File: src/rtl/ntt_seq_pkg.sv
// Shared types and constants for the NTT stage sequencer.
//   state_e       : sequencer FSM states
//   DefMaxLogN    : default largest supported log2(N)
//   DefPipeLat    : default butterfly read-to-writeback latency
//   half_size()   : N/2 for a given log2(N) (0 for log_n == 0)
package ntt_seq_pkg;

  typedef enum logic [2:0] {
    StIdle,
    StRun,
    StDrain,
    StScale,
    StDone
  } state_e;

  localparam int unsigned DefMaxLogN = 10;
  localparam int unsigned DefPipeLat = 4;

  function automatic int unsigned half_size(input int unsigned log_n);
    return (log_n == 0) ? 32'd0 : (32'd1 << (log_n - 32'd1));
  endfunction

endpackage

File: src/rtl/ntt_addr_gen.sv
// Combinational butterfly address / twiddle generator for one radix-2 stage.
// Ports:
//   k       in  butterfly counter within the stage (0..N/2-1)
//   s       in  stage number
//   log_n   in  log2 of the transform size
//   addr_a  out top index    = ((k>>s)<<(s+1)) | (k & (half-1))
//   addr_b  out bottom index = addr_a + half
//   tw_idx  out twiddle index = (k & (half-1)) << (log_n-1-s)
module ntt_addr_gen #(
  parameter int unsigned MAX_LOG_N = 10,
  parameter int unsigned LOGN_W    = $clog2(MAX_LOG_N + 1)
) (
  input  logic [MAX_LOG_N-1:0] k,
  input  logic [LOGN_W-1:0]    s,
  input  logic [LOGN_W-1:0]    log_n,
  output logic [MAX_LOG_N-1:0] addr_a,
  output logic [MAX_LOG_N-1:0] addr_b,
  output logic [MAX_LOG_N-2:0] tw_idx
);

  logic [MAX_LOG_N-1:0] half;
  logic [MAX_LOG_N-1:0] mask;
  logic [MAX_LOG_N-1:0] group_base;
  logic [LOGN_W-1:0]    tw_shift;

  always_comb begin
    half       = MAX_LOG_N'(1) << s;
    mask       = half - MAX_LOG_N'(1);
    group_base = (k >> s) << (s + LOGN_W'(1));
    addr_a     = group_base | (k & mask);
    addr_b     = addr_a + half;
    tw_shift   = log_n - s - LOGN_W'(1);
    // mask < 2^(MAX_LOG_N-1), so the dropped top bit of k & mask is always 0.
    tw_idx     = (k[MAX_LOG_N-2:0] & mask[MAX_LOG_N-2:0]) << tw_shift;
  end

endmodule

File: src/rtl/ntt_stage_sequencer.sv
// In-place radix-2 NTT/INTT stage sequencer: one butterfly per cycle over all
// log_n stages, with a PIPE_LAT drain gap after every stage so a stage never
// reads data still in the butterfly pipeline.
// Optional feature macro: NTT_SEQ_INTT_SCALE_EN adds an N^-1 scaling pass
// (SCALE state) after the final drain of an inverse transform.
// Ports:
//   clk, rst_n        clock, synchronous active-low reset
//   start/log_n/inverse  request; sampled only in idle
//   stall             freezes the sequencer
//   busy, done        handshake (done is a one-cycle pulse)
//   cfg_err           one-cycle pulse for a start with illegal log_n
//   bf_valid, addr_a, addr_b, tw_idx, tw_inv, stage, last_stage  datapath control
//   scale_valid       scaling-pass element valid (addr_a = element index)
module ntt_stage_sequencer
  import ntt_seq_pkg::*;
#(
  parameter int unsigned MAX_LOG_N = DefMaxLogN,
  parameter int unsigned PIPE_LAT  = DefPipeLat,
  parameter int unsigned LOGN_W    = $clog2(MAX_LOG_N + 1)
) (
  input  logic                 clk,
  input  logic                 rst_n,
  input  logic                 start,
  input  logic [LOGN_W-1:0]    log_n,
  input  logic                 inverse,
  input  logic                 stall,
  output logic                 busy,
  output logic                 done,
  output logic                 cfg_err,
  output logic                 bf_valid,
  output logic [MAX_LOG_N-1:0] addr_a,
  output logic [MAX_LOG_N-1:0] addr_b,
  output logic [MAX_LOG_N-2:0] tw_idx,
  output logic                 tw_inv,
  output logic [LOGN_W-1:0]    stage,
  output logic                 last_stage,
  output logic                 scale_valid
);

  localparam int unsigned DrainW = (PIPE_LAT > 1) ? $clog2(PIPE_LAT) : 1;

  state_e               state_q;
  logic [MAX_LOG_N-1:0] k_q;
  logic [LOGN_W-1:0]    s_q;
  logic [LOGN_W-1:0]    log_n_q;
  logic [DrainW-1:0]    drain_q;
  logic                 inv_q;
  logic                 cfg_err_q;

  logic [MAX_LOG_N-1:0] k_last;
  logic                 log_n_ok;
  logic                 final_stage;
  logic                 drain_end;
  logic                 scale_phase;

  logic [MAX_LOG_N-1:0] gen_a;
  logic [MAX_LOG_N-1:0] gen_b;
  logic [MAX_LOG_N-2:0] gen_tw;

`ifdef NTT_SEQ_INTT_SCALE_EN
  logic                 scaled_q;  // set once the scaling pass has been issued
  logic [MAX_LOG_N-1:0] n_last;
  assign n_last = MAX_LOG_N'((half_size(32'(log_n_q)) << 1) - 32'd1);
`endif

  assign k_last      = MAX_LOG_N'(half_size(32'(log_n_q)) - 32'd1);
  assign log_n_ok    = (log_n != '0) && (log_n <= LOGN_W'(MAX_LOG_N));
  assign final_stage = (s_q == log_n_q - LOGN_W'(1));
  assign drain_end   = (drain_q == DrainW'(PIPE_LAT - 1));

  ntt_addr_gen #(
    .MAX_LOG_N (MAX_LOG_N),
    .LOGN_W    (LOGN_W)
  ) u_addr_gen (
    .k      (k_q),
    .s      (s_q),
    .log_n  (log_n_q),
    .addr_a (gen_a),
    .addr_b (gen_b),
    .tw_idx (gen_tw)
  );

  always_ff @(posedge clk) begin
    if (!rst_n) begin
      state_q   <= StIdle;
      k_q       <= '0;
      s_q       <= '0;
      log_n_q   <= '0;
      drain_q   <= '0;
      inv_q     <= 1'b0;
      cfg_err_q <= 1'b0;
`ifdef NTT_SEQ_INTT_SCALE_EN
      scaled_q  <= 1'b0;
`endif
    end else begin
      cfg_err_q <= 1'b0;
      case (state_q)
        StIdle: begin
          if (start) begin
            if (log_n_ok) begin
              log_n_q <= log_n;
              inv_q   <= inverse;
              s_q     <= '0;
              k_q     <= '0;
              state_q <= StRun;
            end else begin
              cfg_err_q <= 1'b1;
            end
          end
        end
        StRun: begin
          if (!stall) begin
            // k stays on the last butterfly so addresses hold through the drain.
            if (k_q == k_last) begin
              drain_q <= '0;
              state_q <= StDrain;
            end else begin
              k_q <= k_q + MAX_LOG_N'(1);
            end
          end
        end
        StDrain: begin
          if (!stall) begin
            if (!drain_end) begin
              drain_q <= drain_q + DrainW'(1);
`ifdef NTT_SEQ_INTT_SCALE_EN
            end else if (scaled_q) begin
              state_q <= StDone;
`endif
            end else if (!final_stage) begin
              s_q     <= s_q + LOGN_W'(1);
              k_q     <= '0;
              state_q <= StRun;
`ifdef NTT_SEQ_INTT_SCALE_EN
            end else if (inv_q) begin
              k_q     <= '0;
              state_q <= StScale;
`endif
            end else begin
              state_q <= StDone;
            end
          end
        end
`ifdef NTT_SEQ_INTT_SCALE_EN
        StScale: begin
          if (!stall) begin
            if (k_q == n_last) begin
              scaled_q <= 1'b1;
              drain_q  <= '0;
              state_q  <= StDrain;
            end else begin
              k_q <= k_q + MAX_LOG_N'(1);
            end
          end
        end
`endif
        StDone: begin
`ifdef NTT_SEQ_INTT_SCALE_EN
          scaled_q <= 1'b0;
`endif
          state_q <= StIdle;
        end
        default: state_q <= StIdle;
      endcase
    end
  end

`ifdef NTT_SEQ_INTT_SCALE_EN
  assign scale_phase = (state_q == StScale) || ((state_q == StDrain) && scaled_q);
`else
  assign scale_phase = 1'b0;
`endif

  always_comb begin
    busy        = (state_q == StRun) || (state_q == StDrain) || (state_q == StScale);
    done        = (state_q == StDone);
    cfg_err     = cfg_err_q;
    tw_inv      = inv_q;
    bf_valid    = (state_q == StRun) && !stall;
`ifdef NTT_SEQ_INTT_SCALE_EN
    scale_valid = (state_q == StScale) && !stall;
`else
    scale_valid = 1'b0;
`endif
    addr_a      = '0;
    addr_b      = '0;
    tw_idx      = '0;
    stage       = '0;
    last_stage  = 1'b0;
    if (busy) begin
      stage      = s_q;
      last_stage = final_stage;
      if (scale_phase) begin
        addr_a = k_q;
      end else begin
        addr_a = gen_a;
        addr_b = gen_b;
        tw_idx = gen_tw;
      end
    end
  end

endmodule

File: config.mk
export PLATFORM = sky130hd
export DESIGN_NAME = ntt_stage_sequencer
export DESIGN_NICKNAME = d
export VERILOG_FILES = /design/src/rtl/ntt_seq_pkg.sv /design/src/rtl/ntt_addr_gen.sv /design/src/rtl/ntt_stage_sequencer.sv
export SDC_FILE = /design/constraint.sdc
export NUM_CORES = 1
export LEC_CHECK = 0
export BUFFER_PORTS_ARGS = -buffer_cell sky130_fd_sc_hd__buf_2
export CAP_MARGIN = 20
export CORE_UTILIZATION = 55
export DETAILED_ROUTE_END_ITERATION = 16
export PLACE_DENSITY = 0.76
export SLEW_MARGIN = 20
export SYNTH_ARGS = -nofsm -noshare
export SYNTH_HDL_FRONTEND = slang
export SYNTH_SLANG_ARGS = --single-unit
File: constraint.sdc
create_clock -name clk -period 14.4 [get_ports clk]
set_input_delay 2.88 -clock clk [delete_from_list [all_inputs] [get_ports clk]]
set_output_delay 2.88 -clock clk [all_outputs]
set_load 0.05 [all_outputs]
==> impl_metrics.py, run 1 <==
metrics = {
    "outcome": {
        "outcome": "finished, final reports clean",
    },
    "sta": {
        "setup-violations-final": 0,
        "fin_crit_sh_pct": 56.3,
        "rsz0062_at_grt": "no",
        "finalHoldViolations": 0,
        "slew_headroom_pct": 35.6,
        "finalCriticalPeriod_ps": 8110,
        "tightest_slew_ps": 955,
        "slew_viol_final": 0,
        "finalSetupTns_ps": 0,
        "fin_skew_ps": 4.25,
        "fmax_mhz": 123,
    },
    "synth": {
        "syn-cell-area_um2": 3880,
        "synth-main-ff-cell": "dfxtp_1",
        "synth.most_common_cell": "nor2_1",
        "yosys-top-cells-count": "nor2_1, nand2_1, a21oi_1",
        "synth_cell_type_count": 69,
        "synthArstFlopShare_pct": 0,
        "synth_seq_cells": 25,
        "yosysTopAreaCellShare_pct": 12.9,
        "yosys-top-cells-area": "dfxtp_1, ha_1, nor2_1",
        "yosys_warnings": 0,
        "yosys.area.top_type": "dfxtp_1",
        "synth.avg_cell_area_um2": 7.02,
        "synth-edff-count": 0,
        "postSynthCellCount": 553,
        "ys_seq_area_share_pct": 12.9,
        "synth_nets": 587,
    },
    "clocking": {
        "clock_path_buffers": 2,
        "clk_pin_slew_ps": 80,
        "hold_buffers": 0,
        "cts_sinks": 25,
        "cts_resized": 0,
        "post_cts_buffers": 0,
        "cts_tree": "done",
        "htree_levels": 1,
        "cts_inserted_buffers": 3,
        "clk_latency_ps": 270,
        "clockRootBuffer": "clkbuf_8",
    },
    "finish": {
        "seqCellArea_um2": 502,
        "diodes": 0,
        "final_nets": 599,
        "fillers": 628,
        "multi_input_area_um2": 3090,
        "utilization_pct": 60.3,
        "syn2layout_area_growth_pct": 5.54,
        "drive_above_1_share_pct": 13.7,
    },
    "drt": {
        "detail-route-antenna-nets": 0,
        "vias": 4084,
        "drt_wl_total_um": 10600,
        "post-route-drc-count": 0,
        "dr.pass1.iters": 6,
        "vias_per_cell": 6.19,
        "drt_iter0_drc": 328,
        "wl_per_cell_um": 16.0,
    },
    "placement": {
        "gp_congestion": 0.969,
        "hpwl_um": 7970,
        "portBuffers": 47,
    },
    "global_route": {
        "grt_first_pass_wirelength_um": 17400,
        "grt_max_degree": 28,
        "grt_pass1_vias": 3662,
        "antenna_found_initial": 0,
        "gr-usage-all-layers_pct": 28.5,
        "grt_overflow_total": 0,
    },
    "floorplan": {
        "pin_count": 49,
        "die_h_um": 86.0,
        "dieArea_um2": 7400,
        "num_rows": 30,
        "core-area_um2": 6790,
        "start_util_pct": 57.2,
        "fp.dieW_um": 86.0,
    },
    "setup_path": {
        "crit_arrival_ps": 5230,
        "cp-end-kind": "output port",
        "worst-path-max-fanout": 27,
        "crit_type": "register to output port",
        "required_ps": 11520,
        "worst_setup_path_start_kind": "register",
        "rrSetupSlack_ps": 10250,
    },
    "flow_run": {
        "maxCapViolCount": 0,
    },
    "power_and_ir_drop": {
        "peakVddDrop_uv": 58.2,
        "leakagePower_uw": 0.00174,
        "p_per_area_nw_per_um2": 43.6,
    },
    "min_path": {
        "hold_class": "register to register",
    },
}
## stage by stage
stage               area [um2]  std cells  hold WS, ps  power (uW)  worst slack, ps
floorplan                 3880        553          444         125             6820
global placement          4050        656          465         136             6760
detailed placement        4050        656          470         137             6610
CTS                       4100        660          484         179             6320
global route              4100        660          508         188             5870
finish                    4100        660          484         179             6290
## routing by layer
layer  wire length, um  share of wire [%]  track usage [%]  vias up
met1              4820                 46             38.6     1900
li1                  -                  -                -     2006
met2              5040                 48             48.3      157
met4               188                1.8             9.24        0
met3               537                5.1             1.64       21
met5                 0                  0                0        -
## cells in the final DEF, fill, tap and decap left out, types with 5 or more instances in the layout
| cell type | Yosys | layout |
|---|---|---|
| mux2i_1 | 23 | 23 |
| mux2_2 | 5 | 5 |
| buf_2 | 6 | 47 |
| xnor2_1 | 12 | 12 |
| nor3b_1 | 5 | 5 |
| nand3_1 | 13 | 13 |
| nand2_1 | 42 | 42 |
| inv_1 | 23 | 23 |
| nand2b_1 | 8 | 8 |
| xor2_1 | 9 | 9 |
| a21o_1 | 11 | 11 |
| o21ai_1 | 10 | 10 |
| o22ai_1 | 7 | 7 |
| nor4_1 | 6 | 6 |
| a21oi_1 | 33 | 33 |
| and3_1 | 7 | 7 |
| nor2b_1 | 11 | 11 |
| a31oi_1 | 6 | 6 |
| and2_1 | 23 | 23 |
| nor2_1 | 71 | 71 |
| dfxtp_1 | 25 | 24 |
| ha_1 | 23 | 23 |
| nor3_1 | 16 | 16 |
| or3_1 | 10 | 10 |
| o211ai_1 | 12 | 12 |
| o21ai_0 | 27 | 27 |
## critical path, stage by stage (launching register included)
cell,delay (ps)
dfxtp_1,950
inv_1,360
ha_1,470
nand2_1,190
ha_1,300
nand2b_1,120
mux2i_1,160
nand2_1,70
a21boi_0,450
nor2_1,90
o21ai_0,140
ha_1,320
a2111oi_0,400
nor3_1,150
a31oi_1,230
nor2_1,60
mux2_1,290
buf_2,210
## cell type report
cell class              instances  share of cell area, %
multi-input cells             462                   75.5
flip-flops and latches         25                   12.2
repair buffers                 48                   5.92
well taps                      96                   2.93
inverters                      25                   2.29
clock buffers                   3                   1.01
clock inverters                 1                  0.122
## state kept, by name, indices dropped and copies added, names as in the netlist
signal and count:
k_q 10, s_q 4, drain_q 2, state_q 3, cfg_err 1, log_n_q 4, tw_inv 1
## kinds of logic (layout without fill, tap and decap cells)
| group | after synthesis | after routing | share of synthesized area (%) |
|---|---|---|---|
| XOR/XNOR | 23 | 23 | 5.86 |
| multiplexers | 33 | 33 | 9.70 |
| flip-flops | 25 | 25 | 12.9 |
| buffers and inverters | 66 | 77 | 7.44 |
| AND/OR/NAND/NOR | 234 | 234 | 30.9 |
| AO/OA/AOI/OAI | 146 | 146 | 24.7 |
| adder cells (fa/ha/maj) | 25 | 25 | 8.44 |
| other | 1 | 1 | 0.0966 |
## worst paths after layout
check                                              from                      end  depth (start not counted)
worst max register to register  log_n_q[0]$_SDFFE_PN0P_      k_q[3]$_SDFFE_PN0P_                         13
worst min-delay path            drain_q[0]$_SDFFE_PN0P_  drain_q[0]$_SDFFE_PN0P_                          2
worst min register to register  drain_q[0]$_SDFFE_PN0P_  drain_q[0]$_SDFFE_PN0P_                          2
worst max-delay path                s_q[0]$_SDFFE_PN0P_                addr_b[9]                         17
## power breakdown
part	internal, uW	switching, uW	leakage, uW	total (uW)
Combinational	21.0	40.2	0.00151	61.2
Sequential	70.8	5.08	0.000203	75.9
Clock	19.4	22.4	0.0000255	41.8
Total	111	67.7	0.00174	179
(Power assumes the default switching activity.)
==> run 2: changes to the inputs <==
--- a/config.mk
+++ b/config.mk
@@ -5,6 +5,7 @@
 export SDC_FILE = /design/constraint.sdc
 export NUM_CORES = 1
 export LEC_CHECK = 0
+export ABC_AREA = 1
 export BUFFER_PORTS_ARGS = -buffer_cell sky130_fd_sc_hd__buf_2
 export CAP_MARGIN = 20
 export CORE_UTILIZATION = 55
==> constraint.sdc (replaced) <==
create_clock -name clk -period 7.5 [get_ports clk]
set_input_delay 1.5 -clock clk [delete_from_list [all_inputs] [get_ports clk]]
set_output_delay 1.5 -clock clk [all_outputs]
set_load 0.05 [all_outputs]
==> run 2 against run 1 <==
Setup slack worse by 5500 ps; combinational power rose to 25 times the previous value; cell count grew 19%; non-clock buffer count increased by 1; worst hold slack improved by 51 ps; sequential cell count unchanged; largest power group is now combinational logic.
==> impl_metrics.py, run 2 <==
metrics = {
    "outcome": {
        "outcome": "finished, final reports clean",
    },
    "synth": {
        "synth.avg_cell_area_um2": 5.61,
        "synth_cell_type_count": 44,
        "synthMuxAreaShare_pct": 0.264,
        "synth-main-ff-cell": "dfxtp_1",
        "synth_fa_ha_area_share_pct": 8.65,
        "syn-cell-area_um2": 3790,
        "yosys-top-cells-area": "nand2_1, dfxtp_1, nand3_1",
        "synth-simple-area-share_pct": 41.4,
        "synth_seq_cells": 25,
        "synth_xor_area_share_pct": 3.70,
        "yosys-top-cells-count": "nand2_1, inv_1, nor2_1",
        "synth_top_family_by_area": "simple AND/OR/NAND/NOR gates",
        "ys_seq_area_share_pct": 13.2,
        "synth.most_common_cell": "nand2_1",
        "synth_nets": 710,
        "synth_compound_area_share_pct": 19.8,
        "synth-edff-count": 0,
        "yosys_warnings": 0,
        "synthArstFlopShare_pct": 0,
        "yosys.area.top_type": "nand2_1",
        "postSynthCellCount": 676,
        "yosysTopAreaCellShare_pct": 14.5,
    },
    "clocking": {
        "clk_pin_slew_ps": 80,
        "clk_latency_ps": 270,
        "cts_sinks": 25,
        "clock_path_buffers": 2,
        "clockRootBuffer": "clkbuf_8",
        "cts_tree": "done",
        "htree_levels": 1,
        "hold_buffers": 0,
        "cts_inserted_buffers": 3,
        "cts_resized": 0,
        "post_cts_buffers": 0,
    },
    "setup_path": {
        "worst_setup_path_start_kind": "register",
        "worst-path-max-fanout": 32,
        "crit_type": "register to output port",
        "required_ps": 6000,
        "cp-end-kind": "output port",
        "crit_arrival_ps": 5210,
    },
    "finish": {
        "layout_common_cells": "nand2_1, inv_1, nor2_1",
        "reg_top3": "k_q: 10 flops, log_n_q: 4 flops, s_q: 4 flops",
        "diodes": 0,
        "drive_above_1_share_pct": 13.0,
        "syn2layout_area_growth_pct": 7.46,
        "final_common_cell": "nand2_1",
        "top_register": "k_q",
        "final_nets": 741,
        "largest_register_ffs": 10,
    },
    "global_route": {
        "grt_max_degree": 33,
        "gr-usage-all-layers_pct": 30.6,
        "antenna_found_initial": 0,
        "grt_overflow_total": 0,
        "grt_pass1_vias": 3951,
        "grt_first_pass_wirelength_um": 18100,
    },
    "sta": {
        "slew_viol_final": 0,
        "tightest_slew_ps": 919,
        "finalSetupTns_ps": 0,
        "slew_headroom_pct": 38.7,
        "fin_skew_ps": 6.71,
        "finalHoldViolations": 0,
        "hold_slack_ps": 535,
        "finalCriticalPeriod_ps": 6710,
        "rsz0062_at_grt": "no",
        "setup-violations-final": 0,
        "fin_crit_sh_pct": 89.4,
        "fmax_mhz": 149,
    },
    "drt": {
        "drt_iter0_drc": 291,
        "detail-route-antenna-nets": 0,
        "dr.pass1.iters": 8,
        "drt_wl_total_um": 10900,
        "vias": 4522,
        "wl_per_cell_um": 14.0,
        "vias_per_cell": 5.78,
        "post-route-drc-count": 0,
    },
    "floorplan": {
        "fp.dieW_um": 85.0,
        "start_util_pct": 58.4,
        "num_rows": 29,
        "die_h_um": 85.0,
        "pin_count": 49,
        "dieArea_um2": 7230,
        "core-area_um2": 6490,
    },
    "min_path": {
        "hold_class": "register to register",
    },
    "placement": {
        "portBuffers": 47,
        "gp_congestion": 0.927,
        "hpwl_um": 8720,
    },
    "power_and_ir_drop": {
        "leakagePower_uw": 0.00204,
        "p_per_area_nw_per_um2": 451,
        "peakVddDrop_uv": 204,
    },
    "flow_run": {
        "maxCapViolCount": 0,
    },
}
## run 2: metrics by stage
step           cells  worst slack [ps]  util (%)  power [uW]  instance area (um2)
4_1_cts          783               889      62.7        1820                 4070
5_1_grt          783               222      62.7        2010                 4070
6_report         783               792      62.7        1840                 4070
3_5_place_dp     779              1190      62.0        1730                 4030
2_1_floorplan    676              1880         -        1430                 3790
3_3_place_gp     779              1480      62.0        1710                 4030
## run 2: cells by family (layout without fill, tap and decap cells)
family / after synthesis / in the layout
flip-flops: 25 / 25
buffers and inverters: 124 / 154
adder cells (fa/ha/maj): 25 / 25
other: 1 / 1
AND/OR/NAND/NOR: 346 / 346
XOR/XNOR: 16 / 16
AO/OA/AOI/OAI: 138 / 138
multiplexers: 1 / 1
## run 2: layout make-up
| cell class | instances | area, um2 |
|---|---|---|
| Timing Repair Buffer | 49 | 250 |
| Sequential cell | 25 | 500 |
| Tap cell | 77 | 96.3 |
| Clock buffer | 3 | 41.3 |
| Multi-Input combinational cell | 527 | 2800 |
| Inverter | 101 | 379 |
| Fill cell | 660 | 2420 |
| Clock inverter | 1 | 5.00 |
## run 2: power breakdown
part / switching, uW / leakage, uW / internal (uW)
Sequential: 54.3 / 0.000204 / 156
Clock: 43.4 / 0.0000255 / 37.2
Combinational: 1120 / 0.00181 / 422
## run 2: path summary, 6_finish.rpt
path                           startpoint                 endpoint  slack (ps)  cells past startpoint
setup / recovery      s_q[0]$_SDFFE_PN0P_                addr_b[9]         790                     27
hold / removal    drain_q[0]$_SDFFE_PN0P_  drain_q[0]$_SDFFE_PN0P_         530                      2
setup reg to reg      s_q[0]$_SDFFE_PN0P_      k_q[4]$_SDFFE_PN0P_        3610                     11
hold reg to reg   drain_q[0]$_SDFFE_PN0P_  drain_q[0]$_SDFFE_PN0P_         530                      2
## run 2: routing by layer
metal / track usage (%) / part of all wire, %
met5: 0 / 0
met4: 10.3 / 2.7
met3: 0.681 / 5.6
met2: 53.2 / 46
met1: 41.0 / 46
## run 2: critical path, cell delays in order, from the launching register on
cell	delay (ps)
dfxtp_1	930
inv_1	470
ha_1	340
inv_1	130
nor2_1	110
inv_1	130
ha_1	190
inv_1	80
nor3_4	290
a21oi_1	100
o21ai_0	140
nand2_1	90
inv_1	80
nand2_1	60
ha_1	340
nand2_1	80
o21ai_0	180
a21oi_1	70
inv_1	70
nand2_1	50
inv_1	70
nor2_1	40
o21bai_1	200
a21oi_1	110
o21bai_1	170
nor2_1	70
nor2_1	100
buf_2	260
